$ cat src/rtl/decoder_onehot_seq.sv
// Purpose : registered one-hot line sequencer (load / step with wrap / hold / clear)
//           with a combinational output-enable mask.
// Latency : state, idx, active, wrap, err update one clk after mode/sel are sampled.
//           out follows en combinationally.
// Backpressure : none. A new mode is accepted every cycle.
//
// Ports:
//   clk     rising-edge clock
//   rst_n   asynchronous active-low reset (restarts at line RESET_IDX)
//   mode    00 hold, 01 load, 10 step, 11 clear
//   sel     binary line number used by load
//   en      output enable; masks out only, never touches state
//   out     one-hot lines = state & {NUM_OUT{en}}
//   idx     registered binary index of the set line (0 when none)
//   active  registered OR of state
//   wrap    one-cycle pulse when a step goes from line NUM_OUT-1 to line 0
//   err     one-cycle pulse when a load asks for a line >= NUM_OUT
module decoder_onehot_seq #(
    parameter int SEL_W     = 3,
    parameter int NUM_OUT   = 8,
    parameter int RESET_IDX = 0
) (
    input  logic               clk,
    input  logic               rst_n,
    input  logic [1:0]         mode,
    input  logic [SEL_W-1:0]   sel,
    input  logic               en,
    output logic [NUM_OUT-1:0] out,
    output logic [SEL_W-1:0]   idx,
    output logic               active,
    output logic               wrap,
    output logic               err
);

    localparam logic [1:0] MODE_HOLD  = 2'b00;
    localparam logic [1:0] MODE_LOAD  = 2'b01;
    localparam logic [1:0] MODE_STEP  = 2'b10;
    localparam logic [1:0] MODE_CLEAR = 2'b11;

    localparam logic [NUM_OUT-1:0] LINE0     = {{(NUM_OUT-1){1'b0}}, 1'b1};
    localparam logic [NUM_OUT-1:0] RST_STATE = LINE0 << RESET_IDX;
    localparam logic [SEL_W-1:0]   RST_IDX   = SEL_W'(RESET_IDX);
    // One extra bit so NUM_OUT == 2**SEL_W is representable in the compare.
    localparam logic [SEL_W:0]     NUM_OUT_W = (SEL_W+1)'(NUM_OUT);

    logic [NUM_OUT-1:0] state_q, state_nxt;
    logic [SEL_W-1:0]   idx_q, idx_nxt;
    logic               active_q, active_nxt;
    logic               wrap_q, wrap_nxt;
    logic               err_q, err_nxt;
    logic               sel_ok;

    assign sel_ok = ({1'b0, sel} < NUM_OUT_W);

    always_comb begin
        state_nxt  = state_q;
        idx_nxt    = idx_q;
        active_nxt = active_q;
        wrap_nxt   = 1'b0;
        err_nxt    = 1'b0;
        case (mode)
            MODE_HOLD: begin
            end
            MODE_LOAD: begin
                if (sel_ok) begin
                    state_nxt  = LINE0 << sel;
                    idx_nxt    = sel;
                    active_nxt = 1'b1;
                end else begin
                    err_nxt    = 1'b1;
                end
            end
            MODE_STEP: begin
                if (state_q == '0) begin
                    // Restart after clear: no wrap, since no line was left.
                    state_nxt  = LINE0;
                    idx_nxt    = '0;
                    active_nxt = 1'b1;
                end else if (state_q[NUM_OUT-1]) begin
                    state_nxt  = LINE0;
                    idx_nxt    = '0;
                    wrap_nxt   = 1'b1;
                end else begin
                    state_nxt  = state_q << 1;
                    idx_nxt    = idx_q + SEL_W'(1);
                end
            end
            MODE_CLEAR: begin
                state_nxt  = '0;
                idx_nxt    = '0;
                active_nxt = 1'b0;
            end
            default: begin
            end
        endcase
    end

    always_ff @(posedge clk or negedge rst_n) begin
        if (!rst_n) begin
            state_q  <= RST_STATE;
            idx_q    <= RST_IDX;
            active_q <= 1'b1;
            wrap_q   <= 1'b0;
            err_q    <= 1'b0;
        end else begin
            state_q  <= state_nxt;
            idx_q    <= idx_nxt;
            active_q <= active_nxt;
            wrap_q   <= wrap_nxt;
            err_q    <= err_nxt;
        end
    end

    assign out    = state_q & {NUM_OUT{en}};
    assign idx    = idx_q;
    assign active = active_q;
    assign wrap   = wrap_q;
    assign err    = err_q;

endmodule

$ cat config.mk
export PLATFORM = sky130hd
export DESIGN_NAME = decoder_onehot_seq
export DESIGN_NICKNAME = d
export VERILOG_FILES = /design/src/rtl/decoder_onehot_seq.sv
export SDC_FILE = /design/constraint.sdc
export NUM_CORES = 1
export LEC_CHECK = 0
export ABC_AREA = 1
export BUFFER_PORTS_ARGS = -buffer_cell sky130_fd_sc_hd__buf_4
export CAP_MARGIN = 5
export CORE_MARGIN = 2
export CORE_UTILIZATION = 30
export CTS_CLUSTER_DIAMETER = 200
export DETAILED_ROUTE_END_ITERATION = 8
export SETUP_SLACK_MARGIN = 0.5
export SLEW_MARGIN = 0
export SYNTH_ARGS = -nofsm -noshare
export SYNTH_HDL_FRONTEND = slang
export SYNTH_SLANG_ARGS = --single-unit
$ cat constraint.sdc
create_clock -name clk -period 3.11 [get_ports clk]
set_input_delay 0.622 -clock clk [delete_from_list [all_inputs] [get_ports clk]]
set_output_delay 0.622 -clock clk [all_outputs]
set_load 0.05 [all_outputs]
Yosys cells after proc, flatten, opt, wreduce, memory -nomap -nowiden
Index checks and enable logic that the tools add are counted.
Widths: inputs -> output; s select.

storage, ports and cells
  bits of input ports = 8
  bits in latches = 0
  ROM bits = 0
  flip-flop bits (word level) = 13
  word-level logic and storage cells = 25
  memories = 0
  memory bits (writable) = 0

cells by class
  reductions and logical operators = 3
  shift-type cells = 1
  magnitude comparators = 0
  equal/unequal tests = 4
  div/mod/pow operators = 0
  $add $sub $neg = 1
  bitwise operators = 1
  multiply operators = 0
  mux-type cells = 11

operators with widths
  cell                 count
  $pmux 8 s3           1
  $mux 8               2
  $pmux 3 s3           1
  $and 8x8->8          1
  $logic_not 8->1      1
  $shl 1x3->8 const A  1
  $mux 3               2
  $eq 2x2->1 const B   2
  $mux 1               4
  $add 3x1->3 const B  1
  $pmux 1 s3           1
  $reduce_bool 3->1    1
  $eq 2x1->1 const B   1
  $ne 2x2->1 const B   1
  $reduce_and 2->1     1

Depth between registers and ports, before layout
Gate-level depths: netlist of the first run.

  depth after elaboration = 4
  mapped depth = 6
  depth with buffers taken out = 6

Least setup slack after synthesis of the first run
OpenSTA, ideal clock, no wires.

  kind = input -> output
  from = input port en
  to = output port out[7]
  stages on the path = 3
  data arrival time = 1.215 ns
  slack = 1.273 ns
  buffers on the path = 1
  cell sequence = clkbuf_1 nand2_1 inv_1

between the ends
  word-level cells in the longest chain between the ends = 1

RTL lines
  what             line  RTL
  start, declared  27    input logic en,
  $and 8x8->8      114   assign out = state_q & {NUM_OUT{en}};
  end, declared    28    output logic [NUM_OUT-1:0] out,

No other way between the ends.

Worst setup path after layout of the first run
  from = register state_q[7]
  to = output port out[7]

between the ends
  word-level cells in the longest chain between the ends = 1

RTL lines
  what                    line  RTL
  start, declared         46    logic [NUM_OUT-1:0] state_q, state_nxt;
  start signal, assigned  106   state_q <= state_nxt;
  $and 8x8->8             114

No other way between the ends.

==> run_results.csv, run 1 <==
group,metric,value,unit
run_status,status,"complete, no violations",
final_layout,area_growth,22.16,%
critical_path,cp_data_arrival_time,1.10,ns
detailed_routing,routedWlPerCell,10.73,um
logic_synthesis,synth_top_area_share,33.38,%
placed_design,placed_area,979.7,um2
final_layout,design_area,1007,um2
die,num_io_pins,22,
clocking,cts_tree,"done",
die,fp-row-count,19,
detailed_routing,drc,0,
clocking,cts-root-buf,"clkbuf_4",
sta,setup_viol,0,
logic_synthesis,postSynth.asyncResetShare,100.0,%
detailed_routing,ant_nets,0,
die,die_w,56.43,um
logic_synthesis,yosysWarnings,0,
critical_path,crit_fanout,7,
placed_design,gp_congestion,0.8661,
die,die_y,56.43,um
placed_design,dp_hpwl,1451,um
detailed_routing,vias,790,
detailed_routing,avgViaCountPerCell,4.759,
sta,maxSlewViolCount,0,
sta,period_needed,1.721,ns
logic_synthesis,synth_nets,124,
critical_path,cp-end-kind,"output port",
logic_synthesis,synth.most_common_cell,"inv_1",
detailed_routing,routed_wl,1781,um
grt,antenna_found_initial,0,
logic_synthesis,synth_edf_count,0,
sta,fin_crit_sh,55.33,%
die,core,2686,um2
final_layout,layout-drive-gt1-share,27.41,%
final_layout,fillers,294,
run,cap_violations,0,
min_path,hold_class,"primary input to asynchronous set/reset pin",
clocking,post_cts_buffers,0,
detailed_routing,drt_first_iter_violations,22,
logic_synthesis,syn_inst,115,
critical_path,cp_data_required_time,2.49,ns
power,power_density,456.7,nW/um2
grt,grt_pass1_vias,768,
logic_synthesis,syn_area,824.5,um2
clocking,cts_htree_levels,1,
clocking,cts_sinks,13,
grt,grt_pass1_wl,3243,um
grt,grt_use_total,12.69,%
grt,grt_max_degree,14,
detailed_routing,firstDrtPassIters,4,
final_layout,antenna_cells,0,
logic_synthesis,synthTopCellsByCount,"21 x inv_1, 20 x nand2_1, 14 x nor2_1",
critical_path,cp-start-kind,"flip-flop",
clocking,clkTransAtPathRegs,0.09,ns
sta,fin_setup_tns,0,ns
placed_design,portBuffers,20,
logic_synthesis,ys_ff_latch,13,
logic_synthesis,yosysTopAreaCell,"dfrtp_1",
die,initial_utilization,30.69,%
clocking,cts_buffers,3,
clocking,clock_path_buffers,2,
clocking,insertion_delay,0.29,ns
sta,fmax,581.2,MHz
logic_synthesis,ys_seq_area_share,39.76,%
clocking,cts_resized,0,
power,power.leakage,0.5632,nW
sta,grt_setup_unrepaired,"no",
sta,skew,0.01041,ns
logic_synthesis,syn_avg_cell_area,7.170,um2
clocking,cts_hold_buf,0,
die,dieArea,3184,um2
critical_path,worst-setup-path-type,"flip-flop to output port",
logic_synthesis,synth_area_leaders,"dfrtp_1 33%, inv_1 9.6%, nand2_1 9.1%, dfstp_2 6.4%, nor2_1 6.4%",
logic_synthesis,ys_types,23,
power,ir_worst_vdd,0.0002018,V
logic_synthesis,synth_flop_cell,"dfrtp_1",
final_layout,final_nets,145,
sta,hold_viol,0,
grt,grt_remaining_overflow,0,
routing by layer:
layer  wire (um)  global-route usage (%)  up-vias
met5           0                       0        -
met4          21                   5.102        0
met3         121                   2.535        3
met2         813                   19.77       36
met1         825                   17.12      353
li1            -                       -      398
cell families after synthesis:
family / after synthesis / share of synthesized area, %
compound gates: 23 / 17.30
fa+ha+maj: 1 / 1.517
buf+inv: 28 / 15.02
flops: 13 / 39.76
other cells: 1 / 0.4548
simple gates: 49 / 25.95
placed cells by master, fill, tap and decap left out:
master	n
a21oi_1	4
a21oi_2	3
a22oi_1	5
a31oi_1	1
buf_4	20
clkbuf_4	3
clkinv_2	1
conb_1	1
dfrtp_1	11
dfstp_2	2
ha_1	1
inv_1	21
inv_2	3
nand2_1	20
nand2_2	3
nand3_1	6
nor2_1	14
nor2_2	1
nor2_4	1
nor3_1	4
o211ai_1	1
o21ai_0	8
o21ai_1	1
flip-flops by register name, indices dropped and copies added (netlist names):
register,flops
idx,3
active,1
wrap,1
state_q,8
power by group:
| part | internal [W] | switching (W) |
|---|---|---|
| sequential | 0.000187 | 0.0000140 |
| combinational | 0.0000467 | 0.000105 |
| clock | 0.0000478 | 0.0000600 |
stage by stage:
step	setup WS, ns	total power, W	util, %	instances	hold WS, ns
6_report	1.389	0.0004600	37.49	166	0.1550
5_1_grt	1.308	0.0004881	37.49	166	0.1615
2_1_floorplan	1.273	0.0003119	-	115	0.3264
3_3_place_gp	1.436	0.0003543	36.47	162	0.4738
3_5_place_dp	1.430	0.0003562	36.47	162	0.4757
4_1_cts	1.387	0.0004626	37.49	166	0.1647
worst paths after layout:
| check | endpoint | slack, ns | cells after the start | startpoint |
|---|---|---|---|---|
| worst max-delay path | out[7] | 1.39 | 3 | state_q[7]$_DFFE_PN0P_ |
| worst min-delay path | idx[0]$_DFFE_PN0P_ | 0.16 | 1 | rst_n |
| worst max register to register | idx[0]$_DFFE_PN0P_ | 1.96 | 6 | state_q[7]$_DFFE_PN0P_ |
| worst min register to register | active$_DFFE_PN1P_ | 0.56 | 2 | active$_DFFE_PN1P_ |
| max in group asynchronous | state_q[0]$_DFFE_PN1P_ | 2.72 | 1 | rst_n |
| min in group clk | active$_DFFE_PN1P_ | 0.56 | 2 | active$_DFFE_PN1P_ |
critical path: stages, from the launching register on:
cell     delay [ns]
dfrtp_1        0.50
nand2_1        0.08
inv_1          0.06
buf_4          0.18
cell type report:
class / instances / area [um2] / share of cell area, %
Multi-Input combinational cell: 74 / 372.9 / 37.02
Sequential cell: 13 / 327.8 / 32.55
Timing Repair Buffer: 20 / 150.1 / 14.91
Inverter: 24 / 90.09 / 8.944
Tap cell: 31 / 38.79 / 3.851
Clock buffer: 3 / 22.52 / 2.236
Clock inverter: 1 / 5.005 / 0.4969
Power figures use the tool's default switching activity.
==> run 2: changes to the inputs <==
==> constraint.sdc (replaced) <==
create_clock -name clk -period 1.4 [get_ports clk]
set_input_delay 0.28 -clock clk [delete_from_list [all_inputs] [get_ports clk]]
set_output_delay 0.28 -clock clk [all_outputs]
set_load 0.05 [all_outputs]
==> run_results.csv, run 2 (synthesis gave the netlist of run 1 again) <==
group,metric,value,unit
clocking,insertion_delay,0.29,ns
critical_path,crit_family,"flip-flops",
final_layout,layout-drive-gt1-share,65.33,%
detailed_routing,drt_first_iter_violations,25,
final_layout,finalNonFillerCells,181,
sta,hold_ws,0.2984,ns
critical_path,r2r_start,"state_q[7]$_DFFE_PN0P_",
power,p_comb_share,45.0,%
sta,setup_viol,0,
critical_path,cp_data_required_time,1.12,ns
critical_path,cp_data_arrival_time,1.10,ns
power,seq_power_share,35.7,%
sta,period_needed,1.385,ns
sta,hold_viol,0,
detailed_routing,routed-wl-met2,1221,um
min_path,hold_class,"primary input to flip-flop",
final_layout,layout_common_cells,"16 x buf_4, 11 x buf_8, 10 x nand2_1, 10 x nor2_1, 9 x nand2_4",
detailed_routing,drc,0,
sta,grt_setup_unrepaired,"yes",
final_layout,multiInputGateArea,558.0,um2
grt,antenna_found_initial,0,
critical_path,crit_path_max_incr_delay,0.54,ns
clocking,cts-root-buf,"clkbuf_4",
die,initial_utilization,30.69,%
run,cap_violations,0,
grt,grt_pass1_vias,812,
detailed_routing,routed_wl,2369,um
power,p_sw_share,40.31,%
die,die_y,56.43,um
grt,grt_use_total,14.66,%
die,dieArea,3184,um2
detailed_routing,drt-met1-wl,1006,um
power,power.leakage,0.6572,nW
power,p_int,0.0007658,W
final_layout,register_area,332.8,um2
critical_path,crit_end,"out[0]",
critical_path,reg2regPathDepth,6,
sta,fmax,722.1,MHz
detailed_routing,wl_met3,101,um
critical_path,cp-start-kind,"flip-flop",
placed_design,placed_area,1089,um2
clocking,cts_tree,"done",
critical_path,path_cells,"nand2_2 -> clkinvlp_4 -> buf_8",
die,die_w,56.43,um
final_layout,area_growth,77.09,%
detailed_routing,vias,890,
placed_design,portBuffers,20,
critical_path,crit_fanout,2,
final_layout,design_area,1460,um2
power,power_density,878.7,nW/um2
run_status,status,"complete, no violations",
sta,skew,0.007962,ns
detailed_routing,avgViaCountPerCell,4.917,
critical_path,cp_num_cells,3,
final_layout,fillers,240,
sta,maxSlewViolCount,0,
placed_design,gp_congestion,0.8324,
clocking,clkTransAtPathRegs,0.09,ns
clocking,cts_sinks,13,
clocking,cts_buffers,3,
power,clkPwrFrac,19.3,%
detailed_routing,firstDrtPassIters,4,
critical_path,critical_path_buf_inv_count,2,
critical_path,cp-end-kind,"output port",
critical_path,slowest_stage,"dfstp_2",
final_layout,antenna_cells,0,
power,ir_worst_vdd,0.0005499,V
final_layout,largest_register_ffs,8,
grt,grt_pass1_wl,3657,um
power,switchingPower,0.0005173,W
critical_path,reg2reg_slack,0.24,ns
critical_path,r2r-end,"state_q[0]$_DFFE_PN1P_",
detailed_routing,ant_nets,0,
clocking,clock_path_buffers,2,
die,num_io_pins,22,
die,fp-row-count,19,
grt,grt_remaining_overflow,0,
critical_path,critical_path.startpoint,"state_q[0]$_DFFE_PN1P_",
placed_design,dp_cells,163,
grt,grt_max_degree,14,
final_layout,final_nets,160,
critical_path,worst-setup-path-type,"flip-flop to output port",
final_layout,final_core_util,54.35,%
detailed_routing,routedWlPerCell,13.09,um
sta,fin_crit_sh,98.92,%
final_layout,largest_register,"state_q",
clocking,cts_htree_levels,1,
detailed_routing,topRoutingLayerUsed,"met4",
placed_design,dp_hpwl,1496,um
final_layout,final_common_cell,"buf_4",
die,core,2686,um2
## run 2: worst min path at each step
stage	startpoint	end	slack [ns]	depth (start not counted)
6_report	mode[1]	active$_DFFE_PN1P_	0.30	4
4_1_cts	mode[1]	active$_DFFE_PN1P_	0.31	4
5_1_grt	sel[2]	state_q[2]$_DFFE_PN0P_	0.32	4
3_3_place_gp	rst_n	state_q[4]$_DFFE_PN0P_	0.14	1
3_5_place_dp	rst_n	state_q[6]$_DFFE_PN0P_	0.14	1
2_1_floorplan	rst_n	idx[0]$_DFFE_PN0P_	-0.02	0
## run 2: power by group through the flow
| stage | Clock [W] | Combinational (W) | Sequential, W |
|---|---|---|---|
| 2_1_floorplan | 0 | 0.000232 | 0.000511 |
| 4_1_cts | 0.000247 | 0.000498 | 0.000453 |
| 6_report | 0.000247 | 0.000577 | 0.000458 |
| 5_1_grt | 0.000262 | 0.000617 | 0.000463 |
| 3_3_place_gp | 0 | 0.000368 | 0.000468 |
| 3_5_place_dp | 0 | 0.000370 | 0.000468 |
## run 2: area by class of cell
class | count | area share [%]
clock buffer | 4 | 1.799
sequential | 13 | 22.79
tap | 31 | 2.656
timing repair buffer | 35 | 25.62
multi-input combinational | 74 | 38.22
inverter | 24 | 8.912
## run 2: timing repair
| item | in CTS | in global routing |
|---|---|---|
| gates resized for setup | 36 | 35 |
| gates cloned | 0 | 0 |
| setup buffers | 12 | 1 |
| pin swaps | 10 | 14 |
| setup endpoints to repair | 25 | 25 |
| hold endpoints to repair | 11 | 0 |
| hold buffers | 1 | 0 |
## run 2: per-layer routing
metal	GRT usage [%]	vias to the layer above
met5	0	-
met4	6.122	0
met3	2.074	5
met2	24.09	33
met1	19.16	420
li1	-	432
## run 2: worst register-to-register path, stage by stage (launching register included)
cell      delay, ns
dfrtp_2        0.37
buf_6          0.14
inv_6          0.05
buf_4          0.14
o21ai_0        0.21
nand2_1        0.09
o211ai_1       0.10
## run 2: stage by stage
step / power, W / TNS, ns / setup slack, ns
floorplan: 0.0007427 / 0 / 0.2324
global placement: 0.0008364 / 0 / 0.2566
detailed placement: 0.0008382 / 0 / 0.2518
CTS: 0.001197 / 0 / 0.01379
global route: 0.001342 / -0.01215 / -0.01215
finish: 0.001283 / 0 / 0.01516
==> run 3: changes to the inputs <==
--- a/config.mk
+++ b/config.mk
@@ -6,12 +6,13 @@
 export NUM_CORES = 1
 export LEC_CHECK = 0
 export ABC_AREA = 1
-export BUFFER_PORTS_ARGS = -buffer_cell sky130_fd_sc_hd__buf_4
 export CAP_MARGIN = 5
+export CORE_ASPECT_RATIO = 1.5
 export CORE_MARGIN = 2
 export CORE_UTILIZATION = 30
 export CTS_CLUSTER_DIAMETER = 200
 export DETAILED_ROUTE_END_ITERATION = 8
+export DONT_BUFFER_PORTS = 1
 export SETUP_SLACK_MARGIN = 0.5
 export SLEW_MARGIN = 0
 export SYNTH_ARGS = -nofsm -noshare
==> run_results.csv, run 3 (synthesis gave the netlist of run 1 again) <==
group,metric,value,unit
run_status,status,"complete, no violations",
final_layout,layout_common_cells,"13 x buf_6, 12 x nor2_1, 9 x nand2_1",
sta,fin_setup_tns,0,ns
critical_path,cp_data_required_time,1.12,ns
sta,maxSlewViolCount,0,
detailed_routing,drt_first_iter_violations,19,
final_layout,area_growth,55.69,%
grt,grt_max_degree,14,
sta,fin_crit_sh,93.08,%
power,power_density,988.8,nW/um2
final_layout,final_common_cell,"buf_6",
clocking,cts_tree,"done",
critical_path,slowest_stage,"dfstp_2",
sta,slew_headroom,57.90,%
critical_path,cp-end-kind,"output port",
detailed_routing,routed_wl,2268,um
die,dieArea,3193,um2
clocking,cts_buffers,3,
clocking,cts_htree_levels,1,
final_layout,final_nets,143,
critical_path,cp_data_arrival_time,1.02,ns
die,die_w,46.81,um
clocking,cts_sinks,13,
die,die_y,68.21,um
critical_path,cp-start-kind,"flip-flop",
detailed_routing,routedWlPerCell,13.34,um
clocking,cts-root-buf,"clkbuf_8",
die,fp-row-count,23,
sta,period_needed,1.303,ns
final_layout,largest_register_ffs,8,
critical_path,reg2reg_slack,0.25,ns
power,power.leakage,0.5639,nW
sta,worst_pin_slew,0.6316,ns
placed_design,gp_congestion,0.9206,
sta,grt_setup_unrepaired,"yes",
power,ir_worst_vdd,0.0005817,V
clocking,clkTransAtPathRegs,0.06,ns
grt,grt_use_total,17.98,%
sta,skew,0.002980,ns
power,power,0.001269,W
critical_path,critical_path_buf_inv_count,1,
detailed_routing,ant_nets,0,
critical_path,crit_fanout,2,
die,core,2648,um2
detailed_routing,avgViaCountPerCell,4.641,
critical_path,path_cells,"nand2_2 -> clkinvlp_4",
run,cap_violations,0,
placed_design,portBuffers,0,
grt,grt_pass1_wl,3981,um
final_layout,largest_register,"state_q",
grt,grt_remaining_overflow,0,
critical_path,crit_path_max_incr_delay,0.53,ns
critical_path,worst-setup-path-type,"flip-flop to output port",
detailed_routing,drc,0,
detailed_routing,firstDrtPassIters,4,
sta,hold_viol,0,
final_layout,fillers,251,
die,initial_utilization,31.14,%
clocking,insertion_delay,0.25,ns
min_path,hold_class,"primary input to asynchronous set/reset pin",
die,num_io_pins,22,
placed_design,dp_hpwl,1607,um
final_layout,layout-drive-gt1-share,58.65,%
grt,antenna_found_initial,0,
sta,fmax,767.4,MHz
grt,grt_pass1_vias,855,
detailed_routing,vias,789,
critical_path,crit_family,"flip-flops",
sta,setup_viol,0,
clocking,clock_path_buffers,2,
final_layout,antenna_cells,0,
==> run 3: cell types whose count changed in the layout (fill, tap and decap cells not counted), moves of 2 or more <==
cell	previous run	this run
buf_6	7	13
buf_4	16	4
clkbuf_8	0	3
nand2_2	4	6
buf_8	11	0
inv_2	7	5
nor2_1	10	12
clkbuf_4	3	0
a21oi_1	0	3
inv_4	2	4
nor2_2	2	0
a21oi_2	7	4
==> run 3: report_power, final <==
group          total [W]  leakage [nW]  switching (W)  internal, W
combinational   0.000444         0.385       0.000273     0.000171
sequential      0.000483         0.156      0.0000638     0.000419
clock           0.000342        0.0228       0.000141     0.000202
total            0.00127         0.564       0.000477     0.000792
==> run 3: metal layers <==
layer	part of all wire [%]	global-route usage (%)	vias to the layer above
met4	4.7	12.85	0
li1	-	-	394
met2	52	27.57	24
met3	4.0	3.958	8
met1	39	21.41	363
met5	0	0	-
==> run 3: path summary, 6_finish.rpt <==
| check | end | from | cells after the start |
|---|---|---|---|
| max | out[0] | state_q[0]$_DFFE_PN1P_ | 2 |
| min | state_q[3]$_DFFE_PN0P_ | rst_n | 1 |
| min in group clk | active$_DFFE_PN1P_ | mode[1] | 3 |
| max reg2reg | idx[0]$_DFFE_PN0P_ | state_q[0]$_DFFE_PN1P_ | 7 |
| max in group asynchronous | idx[1]$_DFFE_PN0P_ | rst_n | 1 |
| min reg2reg | state_q[0]$_DFFE_PN1P_ | state_q[0]$_DFFE_PN1P_ | 3 |
==> run 3: stage by stage <==
| step | util (%) | hold slack, ns | std cells | worst slack, ns | cell area [um2] |
|---|---|---|---|---|---|
| floorplan | - | -0.01559 | 115 | 0.2324 | 947.2 |
| finish | 48.49 | 0.1121 | 170 | 0.09694 | 1284 |
| global placement | 36.29 | -0.01521 | 151 | 0.2944 | 960.9 |
| global route | 48.49 | 0.1625 | 170 | 0.06509 | 1284 |
| detailed placement | 36.29 | -0.01512 | 151 | 0.2823 | 960.9 |
| CTS | 46.55 | 0.1681 | 169 | 0.08909 | 1232 |
==> run 3: area by class of cell <==
cell class	instances	area (um2)	area share, %
multi-input combinational	74	531.8	41.42
tap	37	46.29	3.606
timing repair buffer	18	188.9	14.72
clock buffer	4	45.04	3.509
inverter	24	137.6	10.72
sequential	13	334.1	26.02
==> run 3: timing repair <==
item,CTS,global route
setup endpoints to repair,25,38
pin swaps,22,13
resized for setup,41,13
setup buffers,13,1
cloned,0,0
endpoints found under the hold margin,13,0
hold buffers,1,0
